`config.mk`:
```
export PLATFORM = sky130hd
export DESIGN_NAME = mem_slot_arbiter
export DESIGN_NICKNAME = d
export VERILOG_FILES = /design/src/rtl/mem_slot_pkg.sv /design/src/rtl/mem_slot_rr.sv /design/src/rtl/mem_slot_arbiter.sv
export SDC_FILE = /design/constraint.sdc
export NUM_CORES = 1
export LEC_CHECK = 0
export BUFFER_PORTS_ARGS = -buffer_cell sky130_fd_sc_hd__clkbuf_2
export CORE_MARGIN = 4
export CORE_UTILIZATION = 28
export CTS_CLUSTER_DIAMETER = 40
export CTS_CLUSTER_SIZE = 20
export DETAILED_ROUTE_END_ITERATION = 8
export PLACE_DENSITY_LB_ADDON = 0.1
export REMOVE_ABC_BUFFERS = 1
export SETUP_SLACK_MARGIN = 0.3
export SKIP_CTS_REPAIR_TIMING = 1
export SLEW_MARGIN = 20
export SYNTH_ARGS = -nofsm -noshare
export SYNTH_HDL_FRONTEND = slang
export SYNTH_SLANG_ARGS = --single-unit
export TNS_END_PERCENT = 30
```
`constraint.sdc`:
```
create_clock -name clk_48m -period 4.8 [get_ports clk_48m]
set_input_delay 0.48 -clock clk_48m [delete_from_list [all_inputs] [get_ports clk_48m]]
set_output_delay 0.48 -clock clk_48m [all_outputs]
set_load 0.005 [all_outputs]
```
`src/rtl/mem_slot_pkg.sv`:
```
// Shared types, slot geometry and phase decoding for the RAM time-slot arbiter.
package mem_slot_pkg;

    typedef enum logic [1:0] {
        REQ_NONE = 2'd0,
        REQ_CPU  = 2'd1,
        REQ_TUBE = 2'd2,
        REQ_VID  = 2'd3
    } req_id_e;

    localparam int unsigned SLOTS    = 16;
    localparam int unsigned SLOT_LEN = 3;

    localparam logic [15:0] DEF_VID_SLOTS  = 16'h5555;
    localparam logic [15:0] DEF_CPU_SLOTS  = 16'h0202;
    localparam logic [15:0] DEF_TUBE_SLOTS = 16'h2020;

    function automatic logic [3:0] phase_slot(input logic [5:0] ph);
        logic [5:0] q;
        q = ph / 6'(SLOT_LEN);
        return q[3:0];
    endfunction

    function automatic logic [1:0] phase_sub(input logic [5:0] ph);
        logic [5:0] r;
        r = ph % 6'(SLOT_LEN);
        return r[1:0];
    endfunction

    // Round-robin index order is CPU(0) -> TUBE(1) -> VID(2).
    function automatic logic [1:0] id_to_idx(input req_id_e id);
        case (id)
            REQ_TUBE: return 2'd1;
            REQ_VID:  return 2'd2;
            default:  return 2'd0;
        endcase
    endfunction

    function automatic req_id_e idx_to_id(input logic [1:0] idx);
        case (idx)
            2'd1:    return REQ_TUBE;
            2'd2:    return REQ_VID;
            default: return REQ_CPU;
        endcase
    endfunction

endpackage

```
`src/rtl/mem_slot_rr.sv`:
```
// 3-way rotating-priority picker: first pending requester at or after the pointer wins.
module mem_slot_rr
    import mem_slot_pkg::*;
(
    input  logic [2:0] pend_i,
    input  req_id_e    ptr_i,
    input  logic       en_i,
    output logic [2:0] grant_o,
    output req_id_e    ptr_o
);

    logic [1:0]  base;
    logic [1:0]  idx;
    logic        found;
    int unsigned j;

    assign base = id_to_idx(ptr_i);

    always_comb begin
        grant_o = '0;
        ptr_o   = ptr_i;
        found   = 1'b0;
        idx     = '0;
        j       = 0;
        for (int unsigned i = 0; i < 3; i++) begin
            j   = (32'(base) + i) % 32'd3;
            idx = j[1:0];
            if (!found && pend_i[idx]) begin
                found        = 1'b1;
                grant_o[idx] = 1'b1;
                if (en_i) ptr_o = idx_to_id((idx == 2'd2) ? 2'd0 : idx + 2'd1);
            end
        end
    end

endmodule

```
`src/rtl/mem_slot_arbiter.sv`:
```
// Shares one async byte-wide RAM between video, CPU and tube in 16 fixed
// three-cycle slots per 48-phase frame; idle slots are donated round-robin.
module mem_slot_arbiter
    import mem_slot_pkg::*;
#(
    parameter int unsigned AW         = 19,
    parameter int unsigned DW         = 8,
    parameter logic [15:0] VID_SLOTS  = DEF_VID_SLOTS,
    parameter logic [15:0] CPU_SLOTS  = DEF_CPU_SLOTS,
    parameter logic [15:0] TUBE_SLOTS = DEF_TUBE_SLOTS
) (
    input  logic          clk_48m,
    input  logic          reset_n,
    input  logic [5:0]    phase,
    input  logic          vid_req,
    input  logic [AW-1:0] vid_addr,
    output logic          vid_ack,
    input  logic          cpu_req,
    input  logic          cpu_we,
    input  logic [AW-1:0] cpu_addr,
    input  logic [DW-1:0] cpu_wdata,
    output logic          cpu_ack,
    input  logic          tube_req,
    input  logic          tube_we,
    input  logic [AW-1:0] tube_addr,
    input  logic [DW-1:0] tube_wdata,
    output logic          tube_ack,
    output logic [DW-1:0] rdata,
    output logic          mem_cs,
    output logic          mem_oe,
    output logic          mem_we,
    output logic [AW-1:0] mem_addr,
    output logic [DW-1:0] mem_wdata,
    input  logic [DW-1:0] mem_rdata
);

    logic [3:0]    slot;
    logic          arb, done;
    req_id_e       owner, winner, own_q, own_d;
    req_id_e       ptr_q, ptr_d;
    logic          owner_req;
    logic [2:0]    pend, grant;
    logic          w_we;
    logic [AW-1:0] w_addr;
    logic [DW-1:0] w_wdata;

    logic          cs_q, cs_d, oe_q, oe_d, we_q, we_d;
    logic [AW-1:0] addr_q, addr_d;
    logic [DW-1:0] wdata_q, wdata_d, rdata_q, rdata_d;
    logic [2:0]    ack_q, ack_d;

    assign slot = phase_slot(phase);
    assign arb  = (phase_sub(phase) == 2'd0);
    assign done = (phase_sub(phase) == 2'd2);
    assign pend = {vid_req, tube_req, cpu_req};

    always_comb begin
        owner     = REQ_NONE;
        owner_req = 1'b0;
        if (VID_SLOTS[slot]) begin
            owner     = REQ_VID;
            owner_req = vid_req;
        end else if (CPU_SLOTS[slot]) begin
            owner     = REQ_CPU;
            owner_req = cpu_req;
        end else if (TUBE_SLOTS[slot]) begin
            owner     = REQ_TUBE;
            owner_req = tube_req;
        end
    end

    // Pointer only advances when the slot is donated or free.
    mem_slot_rr u_rr (
        .pend_i  (pend),
        .ptr_i   (ptr_q),
        .en_i    (arb && !owner_req),
        .grant_o (grant),
        .ptr_o   (ptr_d)
    );

    always_comb begin
        winner = REQ_NONE;
        if (owner_req)     winner = owner;
        else if (grant[0]) winner = REQ_CPU;
        else if (grant[1]) winner = REQ_TUBE;
        else if (grant[2]) winner = REQ_VID;
    end

    always_comb begin
        w_we    = 1'b0;
        w_addr  = '0;
        w_wdata = '0;
        case (winner)
            REQ_CPU: begin
                w_we    = cpu_we;
                w_addr  = cpu_addr;
                w_wdata = cpu_wdata;
            end
            REQ_TUBE: begin
                w_we    = tube_we;
                w_addr  = tube_addr;
                w_wdata = tube_wdata;
            end
            REQ_VID: w_addr = vid_addr;
            default: ;
        endcase
    end

    always_comb begin
        cs_d    = cs_q;
        oe_d    = oe_q;
        we_d    = we_q;
        addr_d  = addr_q;
        wdata_d = wdata_q;
        rdata_d = rdata_q;
        own_d   = own_q;
        ack_d   = '0;
        if (arb && winner != REQ_NONE) begin
            cs_d    = 1'b1;
            we_d    = w_we;
            oe_d    = ~w_we;
            addr_d  = w_addr;
            wdata_d = w_wdata;
            own_d   = winner;
        end else if (done && cs_q) begin
            cs_d  = 1'b0;
            oe_d  = 1'b0;
            we_d  = 1'b0;
            own_d = REQ_NONE;
            if (oe_q) rdata_d = mem_rdata;
            case (own_q)
                REQ_CPU:  ack_d[0] = 1'b1;
                REQ_TUBE: ack_d[1] = 1'b1;
                REQ_VID:  ack_d[2] = 1'b1;
                default:  ;
            endcase
        end
    end

    always_ff @(posedge clk_48m) begin
        if (!reset_n) begin
            cs_q    <= 1'b0;
            oe_q    <= 1'b0;
            we_q    <= 1'b0;
            addr_q  <= '0;
            wdata_q <= '0;
            rdata_q <= '0;
            ack_q   <= '0;
            own_q   <= REQ_NONE;
            ptr_q   <= REQ_CPU;
        end else begin
            cs_q    <= cs_d;
            oe_q    <= oe_d;
            we_q    <= we_d;
            addr_q  <= addr_d;
            wdata_q <= wdata_d;
            rdata_q <= rdata_d;
            ack_q   <= ack_d;
            own_q   <= own_d;
            ptr_q   <= ptr_d;
        end
    end

    assign mem_cs    = cs_q;
    assign mem_oe    = oe_q;
    assign mem_we    = we_q;
    assign mem_addr  = addr_q;
    assign mem_wdata = wdata_q;
    assign rdata     = rdata_q;
    assign cpu_ack   = ack_q[0];
    assign tube_ack  = ack_q[1];
    assign vid_ack   = ack_q[2];

endmodule

```
==> summary.txt <==
Worst Tran Pin Value -> 946 ps
final cycle utilization of the critical path -> 0.892
CTS tree -> yes
clk_lat worst skew -> 300 ps
Clock Skew -> 8.27 ps
Slew HR -> 0.369
Sinks on Clock Net -> 45
FF+latch count, synth -> 45
most frequent cells in the layout -> 134 x clkbuf_2, 45 x nand2_1, 45 x dfxtp_1
Setup crit end kind -> flip-flop
# DRC -> 0
die area -> 11200 sq um
overall power -> 0.00106 W
top post-synthesis cells by area -> dfxtp_1 34%, a222oi_1 7.1%, or3_1 6.5%
synthesis-to-finish area growth -> 33.0%
first-pass GRT wire length -> 13.0 mm
area of the multi-input gates -> 1640 sq um
first-iteration detailed-routing DRC count -> 132
Setup crit end -> mem_addr[3]$_SDFFE_PN0P_
post-synth top area share -> 0.336
via count -> 2846
R2R depth -> 13
Setup WS post-layout -> 521 ps
final hold vios -> 0
clock share of power -> 0.233
RePlAce Congestion -> 0.868
Min-Delay Path Class -> in -> reg
Worst R2R End -> mem_addr[3]$_SDFFE_PN0P_
power share of the combinational group -> 0.367
Initial Util -> 0.289
fin nets -> 549
FF+latch area -> 901 sq um
leakage power -> 1.55 nW
Flop pwr share -> 0.400
WS Path Type -> in -> reg
max_cap viols -> 0
GRT overflow -> 0
boundary pin count -> 135
Net Switching -> 0.000368 W
Seq/Total Area, Yosys -> 0.336
clock slew at reported path FFs -> 90 ps
Sw Share -> 0.346
area leader, netlist -> dfxtp_1
Post-synth EDFFs -> 0
Mean Syn Cell Area -> 8.15 sq um
power density over cell area -> 298 nW/um^2
Worst setup SP type -> input port
Slew Limit Fails -> 0
WL final -> 8.33 mm
cts bufs inserted -> 5
Longest Clk Path Bufs -> 2
reg2reg start -> ptr_q[1]$_SDFF_PN0_
most common cell after layout, fill and taps aside -> clkbuf_2
Worst IR Drop VDD -> 0.000104 V
HPWL Detailed -> 6.24 mm
post-layout minimum cycle time -> 4280 ps
Vias/cell -> 4.92
Final setup viols -> 0
vias in the first global route -> 2640
RSZ-0062 raised after global routing -> no
port bufs -> 134
share of synthesized registers carrying an async set or reset -> 0
Synth Warn # -> 0
H-tree depth -> 2
pin count of the biggest net entering global routing -> 62
outcome -> completed
layout cells sized above 1 -> 0.372
diode count -> 0
Mapped Cells -> 329
fillcell total -> 1011
prevailing post-synth register cell -> dfxtp_1
Post-Syn Area -> 2680 sq um
initial antenna violation count -> 0
GRT Util Overall -> 0.142
Die Width -> 106 um
Int Pwr -> 0.000695 W
core box area -> 9280 sq um
Netlist cell types -> 63
Core Util, Final -> 0.384
crit-path max FO -> 61
Root Buffer -> clkbuf_8
crit path DAT -> 4500 ps
WL per Instance -> 14.4 um
row cnt -> 35
f_max -> 0.234 GHz
CP required -> 5020 ps
R2R setup slack -> 2010 ps
dpl ws -> 139 ps
chip height -> 106 um
crit path launch -> phase[3]
Pre-antenna DRT Iters -> 5
hold slack -> 397 ps
DRT antenna net count -> 0
[layout make-up]
cell class	count	share of cell area
Clock inverter	2	0.00386
Sequential cell	45	0.253
Tap cell	129	0.0452
Timing Repair Buffer	138	0.200
Clock buffer	6	0.0231
Multi-Input combinational cell	242	0.458
Inverter	16	0.0168
[cell families after synthesis]
group / share of synthesized area
fa+ha+maj: 0.0327
xor+xnor: 0.00327
mux: 0.0117
buf+inv: 0.0658
flops: 0.336
simple gates: 0.243
compound gates: 0.308
[through the flow]
stage / TNS (ps) / area, sq um / std cells
finish: 0 / 3570 / 578
global route: 0 / 3570 / 578
CTS: 0 / 3550 / 578
detailed placement: 0 / 3450 / 570
global placement: 0 / 3450 / 570
floorplan: -19570 / 2560 / 303
[worst min path at each step]
stage                                         start                         to  depth (start not counted)
final                                  mem_rdata[5]      rdata[5]$_SDFFE_PN0P_                          3
after floorplan               own_q[0]$_SDFFE_PN0P_        ack_q[1]$_SDFF_PP0_                          1
after CTS                              mem_rdata[0]      rdata[0]$_SDFFE_PN0P_                          3
after global routing                   mem_rdata[5]      rdata[5]$_SDFFE_PN0P_                          3
after global placement        rdata[5]$_SDFFE_PN0P_      rdata[5]$_SDFFE_PN0P_                          2
after detailed placement  mem_addr[17]$_SDFFE_PN0P_  mem_addr[17]$_SDFFE_PN0P_                          2
[sequential cells by signal, summed over array words and instances (netlist names)]
signal	flops
ack_q	3
mem_addr	19
mem_cs	1
mem_oe	1
mem_wdata	8
mem_we	1
own_q	2
ptr_q	2
rdata	8
[cell usage after synthesis (all sizes together), types with 2 or more instances]
cell type,number
o211a,2
o32ai,2
o22ai,2
nand2b,5
buf,8
o2111ai,2
inv,16
a31oi,2
clkbuf,18
or3,28
ha,7
a22oi,9
a21oi,34
o21ai,18
a31o,2
nor2b,2
nand3,9
o21bai,2
nand3b,4
nand2,46
o21a,2
and3,2
dfxtp,45
nor2,6
nor3,4
or3b,3
o211ai,5
mux2i,2
a222oi,19
[critical path, cell delays in order]
cell	delay [ps]
clkbuf_2	210
nor3b_2	220
nand3b_2	240
nand2_2	100
inv_1	50
ha_1	240
inv_1	70
o2111ai_1	130
o311a_1	200
a31o_1	220
ha_1	250
nor2_4	220
mux2_2	410
ha_1	230
nor4_2	350
mux2i_4	130
buf_12	200
or3_1	370
a21oi_1	140
[layer usage]
layer | global-route usage | up-vias | part of all wire
li1 | - | 1479 | -
met1 | 0.176 | 1267 | 0.44
met2 | 0.244 | 90 | 0.48
met3 | 0.0343 | 10 | 0.070
met4 | 0.0389 | 0 | 0.012
met5 | 0 | - | 0
[power groups by stage]
stage	registers [W]	logic, W	clock network (W)
3_5_place_dp	0.000434	0.000389	0
2_1_floorplan	0.000435	0.000222	0
5_1_grt	0.000430	0.000435	0.000274
3_3_place_gp	0.000433	0.000389	0
4_1_cts	0.000425	0.000392	0.000259
6_report	0.000425	0.000390	0.000248
Power figures use the tool's default switching activity.
